### src/rtl/lfsr_regfile.sv
// ---------------------------------------------------------------------------
// LfsrRegfile - two-bank operand register file feeding the ALU.
//
// Bank A drives ALU operand a and bank B drives operand b. Index 0 of both
// banks is a hard-wired zero. Bank A index 1 is a Galois LFSR that steps
// each time it is read with the read strobe raised. Writes to A[1] reseed
// the LFSR, and a written zero is replaced by the seed so the LFSR cannot
// lock up.
//
// Ports:
//   i_clk        rising-edge clock
//   i_rst        synchronous reset, active-high
//   i_wr_en      write enable
//   i_wr_addr    {bank, index}; MSB = 0 selects bank A, 1 selects bank B
//   i_wr_data    write data
//   i_rd_addr_a  bank A read index
//   i_rd_en_a    bank A read strobe; only used to step the LFSR
//   i_rd_addr_b  bank B read index
//   o_data_out_a bank A read data (combinational)
//   o_data_out_b bank B read data (combinational)
//   o_lfsr_wrap  registered pulse when an LFSR step lands back on the seed
// ---------------------------------------------------------------------------
module lfsr_regfile #(
    parameter int                 WIDTH     = 8,
    parameter int                 DEPTH     = 8,
    parameter logic [WIDTH-1:0]   LFSR_TAPS = 8'hB8,
    parameter logic [WIDTH-1:0]   LFSR_SEED = 8'h01,
    parameter int                 BYPASS    = 0
) (
    input  logic                        i_clk,
    input  logic                        i_rst,
    input  logic                        i_wr_en,
    input  logic [$clog2(DEPTH):0]      i_wr_addr,
    input  logic [WIDTH-1:0]            i_wr_data,
    input  logic [$clog2(DEPTH)-1:0]    i_rd_addr_a,
    input  logic                        i_rd_en_a,
    input  logic [$clog2(DEPTH)-1:0]    i_rd_addr_b,
    output logic [WIDTH-1:0]            o_data_out_a,
    output logic [WIDTH-1:0]            o_data_out_b,
    output logic                        o_lfsr_wrap
);

    localparam int AW = $clog2(DEPTH);
    localparam logic [AW-1:0] ZERO_IDX = '0;
    localparam logic [AW-1:0] LFSR_IDX = AW'(1);

    logic [WIDTH-1:0] r_bankA [0:DEPTH-1];
    logic [WIDTH-1:0] r_bankB [0:DEPTH-1];
    logic [WIDTH-1:0] r_lfsr;
    logic             r_lfsrWrap;

    logic             w_wrBankB;
    logic [AW-1:0]    w_wrIdx;
    logic             w_lfsrWrite;
    logic             w_lfsrAdvance;
    logic [WIDTH-1:0] w_lfsrNext;
    logic [WIDTH-1:0] w_lfsrLoad;
    logic [WIDTH-1:0] w_dataA;
    logic [WIDTH-1:0] w_dataB;

    // Split the write address into bank select and index, and decide
    // whether this cycle touches the LFSR through a write or a strobed read.
    always_comb begin
        w_wrBankB     = i_wr_addr[AW];
        w_wrIdx       = i_wr_addr[AW-1:0];
        w_lfsrWrite   = i_wr_en && !w_wrBankB && (w_wrIdx == LFSR_IDX);
        w_lfsrAdvance = i_rd_en_a && (i_rd_addr_a == LFSR_IDX);
    end

    // Galois step: shift right and fold the taps in when a one falls out.
    // A written zero is swapped for the seed, since zero is the one state
    // the LFSR could never leave.
    always_comb begin
        w_lfsrNext = r_lfsr[0] ? ((r_lfsr >> 1) ^ LFSR_TAPS) : (r_lfsr >> 1);
        w_lfsrLoad = (i_wr_data == '0) ? LFSR_SEED : i_wr_data;
    end

    // Register storage and LFSR state. Index 0 of both banks and A[1] are
    // never written into the arrays; their read values come from the read
    // muxes instead. A write to the LFSR beats a simultaneous step, and in
    // that case no wrap pulse is produced.
    always_ff @(posedge i_clk) begin
        if (i_rst) begin
            for (int i = 0; i < DEPTH; i++) begin
                r_bankA[i] <= '0;
                r_bankB[i] <= '0;
            end
            r_lfsr     <= LFSR_SEED;
            r_lfsrWrap <= 1'b0;
        end else begin
            r_lfsrWrap <= 1'b0;
            if (i_wr_en && (w_wrIdx != ZERO_IDX)) begin
                if (w_wrBankB) begin
                    r_bankB[w_wrIdx] <= i_wr_data;
                end else if (w_wrIdx != LFSR_IDX) begin
                    r_bankA[w_wrIdx] <= i_wr_data;
                end
            end
            if (w_lfsrWrite) begin
                r_lfsr <= w_lfsrLoad;
            end else if (w_lfsrAdvance) begin
                r_lfsr     <= w_lfsrNext;
                r_lfsrWrap <= (w_lfsrNext == LFSR_SEED);
            end
        end
    end

    // Bank A read mux. The zero register and the LFSR always show their
    // own state; forwarding of a same-cycle write only covers ordinary
    // registers.
    always_comb begin
        w_dataA = r_bankA[i_rd_addr_a];
        if (i_rd_addr_a == ZERO_IDX) begin
            w_dataA = '0;
        end else if (i_rd_addr_a == LFSR_IDX) begin
            w_dataA = r_lfsr;
        end else if ((BYPASS != 0) && i_wr_en && !w_wrBankB && (w_wrIdx == i_rd_addr_a)) begin
            w_dataA = i_wr_data;
        end
    end

    // Bank B read mux, same rules without the LFSR slot.
    always_comb begin
        w_dataB = r_bankB[i_rd_addr_b];
        if (i_rd_addr_b == ZERO_IDX) begin
            w_dataB = '0;
        end else if ((BYPASS != 0) && i_wr_en && w_wrBankB && (w_wrIdx == i_rd_addr_b)) begin
            w_dataB = i_wr_data;
        end
    end

    assign o_data_out_a = w_dataA;
    assign o_data_out_b = w_dataB;
    assign o_lfsr_wrap  = r_lfsrWrap;

endmodule
### config.mk
export PLATFORM = sky130hd
export DESIGN_NAME = lfsr_regfile
export DESIGN_NICKNAME = d
export VERILOG_FILES = /design/src/rtl/lfsr_regfile.sv
export SDC_FILE = /design/constraint.sdc
export NUM_CORES = 1
export LEC_CHECK = 0
export BUFFER_PORTS_ARGS = -buffer_cell sky130_fd_sc_hd__buf_2
export CORE_MARGIN = 1
export CORE_UTILIZATION = 39
export CTS_BUF_LIST = sky130_fd_sc_hd__clkbuf_8 sky130_fd_sc_hd__clkbuf_16
export CTS_CLUSTER_SIZE = 25
export DETAILED_ROUTE_END_ITERATION = 16
export MAX_ROUTING_LAYER = met4
export RECOVER_POWER = 100
export SLEW_MARGIN = 20
export SYNTH_ARGS = -nofsm -noshare
export SYNTH_HDL_FRONTEND = slang
export SYNTH_SLANG_ARGS = --single-unit
### constraint.sdc
create_clock -name i_clk -period 2.6 [get_ports i_clk]
set_clock_uncertainty 0.2 [all_clocks]
set_input_delay 0.52 -clock i_clk [delete_from_list [all_inputs] [get_ports i_clk]]
set_output_delay 0.52 -clock i_clk [all_outputs]
set_load 0.02 [all_outputs]
==> results of run 1 <==
routing by layer:
| metal | vias up | share of wire |
|---|---|---|
| li1 | 1570 | - |
| met1 | 1686 | 0.46 |
| met2 | 82 | 0.48 |
| met3 | 21 | 0.043 |
| met4 | 0 | 0.018 |
| met5 | - | 0 |
through the flow:
stage / hold slack [ps] / instance area [um^2] / setup slack [ps] / util
after floorplan: 360.8 / 5490 / 121.8 / -
after CTS: 362.4 / 6563 / 24.77 / 0.4859
after global routing: 412.4 / 6447 / 48.68 / 0.4774
final: 381.5 / 6447 / 148.2 / 0.4774
after detailed placement: 431.7 / 5941 / 8.862 / 0.4399
after global placement: 416.6 / 5941 / 111.1 / 0.4399
synth_stat cells (2+ instances only):
library cell and number:
inv_1 8, a221oi_1 8, a211oi_2 4, nand4bb_1 2, mux4_2 16, mux2_2 17
a22oi_1 8, or2_2 13, nand2b_1 7, clkbuf_1 14, buf_1 2, nand2_1 10
edfxtp_1 104, dfxtp_1 9, nor2b_1 2, xor2_1 3, a21oi_1 9, o21ai_0 8
nor2_1 9, nor3_1 8, and2_1 104, buf_2 7, o22ai_1 3, mux2i_1 7
buf_4 4, nor4_4 3
tightest hold or removal path, stage by stage:
cell and delay (ps):
buf_2 220, nand2b_1 120, o22ai_1 70
final timing paths:
path,startpoint,to,slack [ps],cells after the start
max,i_rd_addr_b[0],o_data_out_b[1],150,5
min,i_wr_data[3],r_lfsr[3]$_SDFFE_PP0P_,380,3
max reg2reg,r_lfsr[2]$_SDFFE_PP0P_,o_lfsr_wrap$_SDFF_PP0_,1140,3
min reg2reg,r_lfsr[3]$_SDFFE_PP0P_,r_lfsr[3]$_SDFFE_PP0P_,430,2
sequential cells by signal, indices dropped and copies added (netlist names):
register / count
r_bankB: 56
r_bankA: 48
r_lfsr: 8
o_lfsr_wrap: 1
power groups by stage:
stage,combinational [W],clock [W],sequential (W)
after floorplan,0.000264,0,0.00214
after global placement,0.000393,0,0.00216
after detailed placement,0.000398,0,0.00216
after CTS,0.000399,0.00248,0.00213
after global routing,0.000410,0.00256,0.00214
final,0.000379,0.00245,0.00213
final cells by class:
type | instances | share of cell area
inverters | 8 | 0.004657
clock buffers | 17 | 0.06598
multi-input cells | 251 | 0.3068
clock inverters | 14 | 0.03047
repair buffers | 59 | 0.04560
flip-flops and latches | 113 | 0.5123
well taps | 176 | 0.03415
timing repair:
| item | 4_1_cts | 5_1_grt |
|---|---|---|
| hold endpoints to repair | 0 | 0 |
| resized for setup | 0 | 1 |
| setup endpoints to repair | 0 | 8 |
logic make-up after synthesis:
group | after synthesis | synth area share
buffers and inverters | 36 | 0.02917
AOI/OAI and AO/OA | 42 | 0.05470
muxes | 40 | 0.1133
DFF | 113 | 0.6016
and+or+nand+nor | 166 | 0.1964
xor gates and xnor gates | 3 | 0.004787
==> impl_metrics.ini, run 1 <==
[sta]
setup_violations = 0
relSlewSlack = 0.3637
fin_crit_sh = 0.9430
worstMarginPinSlew_ps = 954.5
fin_setup_tns_ps = 0
min_period_ps = 2452
rsz0062_at_grt = no
finalHoldViolCount = 0
timing.fmax_mhz = 407.9
drv_slew = 0

[pwr]
switchingPower_w = 0.001058
p_leak_nw = 2.223
powerDensity_nw_per_um2 = 769.4
seq_power_share = 0.429
clkPwrFrac = 0.495
p_int_w = 0.003903
vdd_drop_max_v = 0.0004723
switching_share = 0.2133
pwr-share-comb = 0.076
finalPower_w = 0.004961

[grt]
grt_use_total = 0.1973
grt_use_met3 = 0.03585
grt-busiest-layer = met2
grt_pass1_wl_mm = 20.00
antenna_found_initial = 0
grt_max_degree = 21
grt_overflow_total = 0
globalRouteMet2Util = 0.2935
met1_usage = 0.2667
grt_pass1_vias = 3508

[yosys]
synth.distinct_cells = 37
synth-seq-cells = 113
yosysWarnings = 0
syn-cell-area_um2 = 5490
seq_area_frac_synth = 0.6016
yosys_most_used_dff = edfxtp_1
synth_top_area_cell = edfxtp_1
postSynthAreaPerCell_um2 = 13.73
synthArstFlopShare = 0
synthTopCellsByArea = edfxtp_1 57%, and2_1 12%, mux4_2 6.6%
synth_top_area_frac = 0.5688
syn_inst = 400
synth-edff-count = 104
syn-num-nets = 422

[final_layout]
n_fill_cell = 1196
multi_input_area_um2 = 1978
final_common_cell = edfxtp_1
regArea_um2 = 3303
drive_above_1_share = 0.2229
final_nets = 472
final_cell_mix = 104 x edfxtp_1, 55 x and2_0, 49 x and2_1
n_antenna_cell = 0
area_growth_pct = 17.43
fin_cells = 638

[setup_path]
cpLargestDelayFamily = multiplexers
worstSetupEndpointType = output port
start_kind = input port
cpMaxStageDelayCell = mux4_2
cp_data_arrival_time_ps = 1730
critPathMaxStageDelay_ps = 570
crit_fanout = 10
crit_buf_inv = 2
path_class = input port to output port
critPathRequiredTime_ps = 1880
cp_common_cell = clkbuf_2
worstPathCellList = clkbuf_2 > mux4_2 > nand2_1 > o21ai_0 > clkbuf_2

[floorplanning]
fp.dieW_um = 120.7
rows = 42
core_um2 = 13510
initial_core_util = 0.4065
io_pins = 39
dieHeight_um = 120.7
die-area_um2 = 14560

[routing]
drtAntennaViolNets = 0
routedWlPerCell_um = 19.97
drc = 0
via_per_inst = 5.265
firstDrtPassIters = 5
dr.first_iter.drc_count = 277
wl_mm = 12.74
num_vias = 3359

[job]
maxCapViolCount = 0

[clocking]
cts_hold_buf = 0
clk_latency_ps = 410
htree_levels = 4
path_clk_slew_ps = 50
cts_tree = done
root_buffer = clkbuf_16
cts_made_buffers = 17
cts_buffer_depth = 2
cts_sinks = 113
cts_setup_buffers = 0

[placed_design]
dp_hpwl_mm = 8.952
portBuffers = 38
place_inst = 607
gp_congestion = 0.8080

[status]
status = completed

[min_path]
hold_class = input port to flop
No activity file was read; power rests on OpenSTA's default activity.
==> run 2, diff against run 1 <==
--- a/config.mk
+++ b/config.mk
@@ -9,10 +9,11 @@
 export CORE_MARGIN = 1
 export CORE_UTILIZATION = 39
 export CTS_BUF_LIST = sky130_fd_sc_hd__clkbuf_8 sky130_fd_sc_hd__clkbuf_16
-export CTS_CLUSTER_SIZE = 25
+export CTS_CLUSTER_SIZE = 40
 export DETAILED_ROUTE_END_ITERATION = 16
 export MAX_ROUTING_LAYER = met4
 export RECOVER_POWER = 100
+export REMOVE_ABC_BUFFERS = 1
 export SLEW_MARGIN = 20
 export SYNTH_ARGS = -nofsm -noshare
 export SYNTH_HDL_FRONTEND = slang
==> impl_metrics.ini, run 2 (synthesis gave the netlist of run 1 again) <==
[status]
status = completed

[final_layout]
final_common_cell = edfxtp_1
final_nets = 469
drive_above_1_share = 0.2370
final_cell_mix = 104 x edfxtp_1, 57 x and2_1, 47 x and2_0
reg_top3 = r_bankB: 56 flops, r_bankA: 48 flops, r_lfsr: 8 flops
fin_cells = 636
area_growth_pct = 17.23
top_register = r_bankB
final_util = 0.4766
n_antenna_cell = 0
largest_reg_flops = 56

[sta]
worstMarginPinSlew_ps = 1218
rsz0062_at_grt = no
setup_violations = 0
fin_crit_sh = 0.9474
fin_ws_ps = 136.7
finalHoldViolCount = 0
min_period_ps = 2463
whs_ps = 388.3
relSlewSlack = 0.1804
drv_slew = 0
fin_setup_tns_ps = 0
timing.fmax_mhz = 406.0

[job]
maxCapViolCount = 0

[clocking]
root_buffer = clkbuf_16
cts_sinks = 113
cts_tree = done
cts_resized = 0
cts_setup_buffers = 0
path_clk_slew_ps = 50
cts_made_buffers = 17
cts_buffer_depth = 2
cts_hold_buf = 0
clk_latency_ps = 400
htree_levels = 4

[setup_path]
path_class = input port to output port
timing.rr.start = r_lfsr[2]$_SDFFE_PP0P_
crit_fanout = 12
r2r-end = o_lfsr_wrap$_SDFF_PP0_
critPathRequiredTime_ps = 1880
start_kind = input port
reg2reg_depth = 3
cp_data_arrival_time_ps = 1740
worstSetupEndpointType = output port
r2r_slack_ps = 1140

[routing]
num_vias = 3314
via_per_inst = 5.211
wl_mm = 11.98
drtAntennaViolNets = 0
firstDrtPassIters = 4
routedWlPerCell_um = 18.83
drc = 0
dr.first_iter.drc_count = 253

[floorplanning]
io_pins = 39
initial_core_util = 0.4065
die-area_um2 = 14560
fp.dieW_um = 120.7
core_um2 = 13510
rows = 42
dieHeight_um = 120.7

[grt]
grt_pass1_vias = 3308
antenna_found_initial = 0
grt_max_degree = 22
grt_use_total = 0.1827
grt_pass1_wl_mm = 18.82
grt_overflow_total = 0

[pwr]
powerDensity_nw_per_um2 = 755.5
p_leak_nw = 2.249
vdd_drop_max_v = 0.0003913

[placed_design]
portBuffers = 38
dp_hpwl_mm = 8.176
dpl_worst_slack_ps = 132.3
place_inst = 604
gp_congestion = 0.8111

[min_path]
hold_class = input port to flop
hold_path_end = r_lfsr[3]$_SDFFE_PP0P_
hold_depth = 3
hold_start = i_wr_data[3]
[run 2: cell count changes in the layout (fill, tap and decap cells not counted), sizes merged]
cell,previous run,this run
buf,27,26
clkbuf,49,47
bufinv,5,4
clkinvlp,2,1
clkinv,6,8
inv,9,10
[run 2: worst max path at each step]
stage                         from         endpoint  slack [ps]
CTS                 i_rd_addr_a[0]  o_data_out_a[1]         140
global placement    i_rd_addr_a[0]  o_data_out_a[2]         130
global route        i_rd_addr_b[0]  o_data_out_b[7]          40
floorplan           i_rd_addr_b[1]  o_data_out_b[0]         390
finish              i_rd_addr_a[0]  o_data_out_a[1]         140
detailed placement  i_rd_addr_a[0]  o_data_out_a[1]         130
[run 2: area by class of cell]
class                           count  area (um^2)
Timing Repair Buffer               56        304.0
Multi-Input combinational cell    251         1978
Tap cell                          176        220.2
Inverter                            8        30.03
Sequential cell                   113         3303
Clock buffer                       17        425.4
Clock inverter                     15        175.2
Fill cell                        1204         7069
[run 2: through the flow]
stage	cell area, um^2	total power, W
final	6436	0.004862
after global routing	6436	0.005009
after CTS	6531	0.004901
after detailed placement	5931	0.002550
after global placement	5931	0.002545
after floorplan	5360	0.002354
[run 2: power breakdown]
part | internal (W) | switching (W)
Sequential | 0.00209 | 0.0000391
Clock | 0.00158 | 0.000785
Combinational | 0.000149 | 0.000228
Total | 0.00381 | 0.00105
[run 2: critical path, stage by stage]
cell and delay [ps]:
clkbuf_2 190, buf_12 180, mux2_2 350, a221oi_1 250, a21oi_1 80, clkbuf_2 170
[run 2: routing by layer]
metal	vias up	GRT usage	share of wire	wire [um]
li1	1566	-	-	-
met1	1675	0.2409	0.47	5668
met2	58	0.2737	0.48	5772
met3	15	0.04340	0.028	341
met4	0	0.07022	0.016	196
met5	-	-	0	0
==> run 3, diff against run 2 <==
--- a/config.mk
+++ b/config.mk
@@ -13,7 +13,6 @@
 export DETAILED_ROUTE_END_ITERATION = 16
 export MAX_ROUTING_LAYER = met4
 export RECOVER_POWER = 100
-export REMOVE_ABC_BUFFERS = 1
 export SLEW_MARGIN = 20
 export SYNTH_ARGS = -nofsm -noshare
 export SYNTH_HDL_FRONTEND = slang
==> constraint.sdc (replaced) <==
create_clock -name i_clk -period 2.6 [get_ports i_clk]
set_clock_uncertainty 0.2 [all_clocks]
set_input_delay 0.13 -clock i_clk [delete_from_list [all_inputs] [get_ports i_clk]]
set_output_delay 0.13 -clock i_clk [all_outputs]
set_load 0.02 [all_outputs]
==> impl_metrics.ini, run 3 (synthesis gave the netlist of run 1 again) <==
[setup_path]
cpMaxStageDelayCell = nor4_1
start_kind = input port
r2r-end = o_lfsr_wrap$_SDFF_PP0_
path_depth = 4
reg2reg_depth = 3
endpoint = r_bankB[4][1]$_SDFFCE_PN0P_
crit_start = i_rst
critPathMaxStageDelay_ps = 860
crit_fanout = 16
worstSetupEndpointType = flop
cpLargestDelayFamily = simple AND/OR/NAND/NOR gates
timing.rr.start = r_lfsr[2]$_SDFFE_PP0P_
crit_buf_inv = 1
path_class = input port to flop
critPathRequiredTime_ps = 2500
r2r_slack_ps = 1160
worstPathCellList = clkbuf_1 > nand2b_1 > nor4_1 > or2_2
cp_data_arrival_time_ps = 1980

[final_layout]
largest_reg_flops = 56
area_growth_pct = 15.70
reg_top3 = r_bankB: 56 flops, r_bankA: 48 flops, r_lfsr: 8 flops
final_nets = 467
final_common_cell = edfxtp_1
top_register = r_bankB
drive_above_1_share = 0.1926
final_cell_mix = 104 x edfxtp_1, 69 x and2_0, 35 x and2_1

[routing]
drtAntennaViolNets = 0
met1_length_mm = 5.520
firstDrtPassIters = 5
routed-wl-met3_um = 535
dr.first_iter.drc_count = 219
top_layer = met4
drc = 0
routedWlPerCell_um = 19.12
num_vias = 3317
wl_met2_mm = 5.851
wl_mm = 12.12
via_per_inst = 5.232

[pwr]
vdd_drop_max_v = 0.0004297
finalPower_w = 0.004642
p_leak_nw = 2.126
powerDensity_nw_per_um2 = 730.7

[clocking]
cts_resized = 0
path_clk_slew_ps = 50
cts_buffer_depth = 2
root_buffer = clkbuf_16
htree_levels = 4
cts_made_buffers = 17
cts_hold_buf = 3
clk_latency_ps = 410
cts_setup_buffers = 0
cts_tree = done
cts_sinks = 113

[sta]
fin_setup_tns_ps = 0
finalHoldViolCount = 0
fin_crit_sh = 0.7994
setup_violations = 0
min_period_ps = 2078
worstMarginPinSlew_ps = 1115
rsz0062_at_grt = no
timing.fmax_mhz = 481.1
drv_slew = 0
relSlewSlack = 0.2498

[grt]
grt_overflow_total = 0
antenna_found_initial = 1
grt_pass1_vias = 3446
grt_pass1_wl_mm = 19.38
grt_use_total = 0.1895
grt_max_degree = 18

[job]
maxCapViolCount = 0

[floorplanning]
fp.dieW_um = 120.7
rows = 42
dieHeight_um = 120.7
die-area_um2 = 14560
initial_core_util = 0.4065
io_pins = 39
core_um2 = 13510

[placed_design]
portBuffers = 38
dp_hpwl_mm = 8.412
gp_congestion = 0.8055

[status]
status = completed

[min_path]
hold_class = input port to flop
run 3: changes by cell type in the layout (fill, tap and decap cells not counted), sizes merged:
cell         change
clkinvlp         +2
clkbuf           -3
dlygate4sd3      +3
buf              -2
inv              -2
diode            +1
bufinv           -2
clkinv           +1
run 3: worst register-to-register path, cell delays in order, from the launching register on:
cell     delay [ps]
dfxtp_1         350
or4b_1          520
nor3_1          130
and4_1          200
run 3: power by group:
| group | internal [W] | total [W] | switching (W) |
|---|---|---|---|
| clock network | 0.00138 | 0.00215 | 0.000775 |
| registers | 0.00209 | 0.00213 | 0.0000392 |
| logic | 0.000138 | 0.000366 | 0.000229 |
run 3: metal layers:
| layer | GRT usage | up-vias |
|---|---|---|
| met2 | 0.2938 | 71 |
| li1 | - | 1560 |
| met1 | 0.2363 | 1667 |
| met3 | 0.05236 | 19 |
| met4 | 0.07330 | 0 |
| met5 | - | - |
run 3: layout make-up:
| cell class | count | area [um^2] |
|---|---|---|
| Inverter | 8 | 30.03 |
| Tap cell | 176 | 220.2 |
| Multi-Input combinational cell | 251 | 1986 |
| Clock inverter | 14 | 123.9 |
| Clock buffer | 17 | 425.4 |
| Fill cell | 1203 | 7153 |
| Antenna cell | 1 | 2.502 |
| Sequential cell | 113 | 3303 |
| Timing Repair Buffer | 54 | 261.5 |
run 3: per-stage QoR:
stage / hold WS, ps / area, um^2 / cells / utilization / worst slack (ps)
after floorplan: 86.82 / 5490 / 400 / - / 901.8
after global placement: 349.0 / 5868 / 599 / 0.4345 / 705.7
after detailed placement: 346.2 / 5868 / 599 / 0.4345 / 626.8
after CTS: 47.78 / 6447 / 633 / 0.4774 / 584.8
after global routing: 50.68 / 6352 / 634 / 0.4704 / 296.2
final: 42.92 / 6352 / 634 / 0.4704 / 521.6
run 3: worst min path at each step:
stage,end,cells after the start,slack (ps),start
5_1_grt,r_lfsr[0]$_SDFFE_PP1P_,3,50,i_wr_addr[2]
3_3_place_gp,o_lfsr_wrap,1,350,o_lfsr_wrap$_SDFF_PP0_
3_5_place_dp,o_lfsr_wrap,1,350,o_lfsr_wrap$_SDFF_PP0_
4_1_cts,r_bankA[3][7]$_SDFFCE_PN0P_,2,50,i_wr_data[7]
6_report,r_lfsr[0]$_SDFFE_PP1P_,3,40,i_wr_addr[2]
2_1_floorplan,r_lfsr[0]$_SDFFE_PP1P_,2,90,i_wr_data[0]
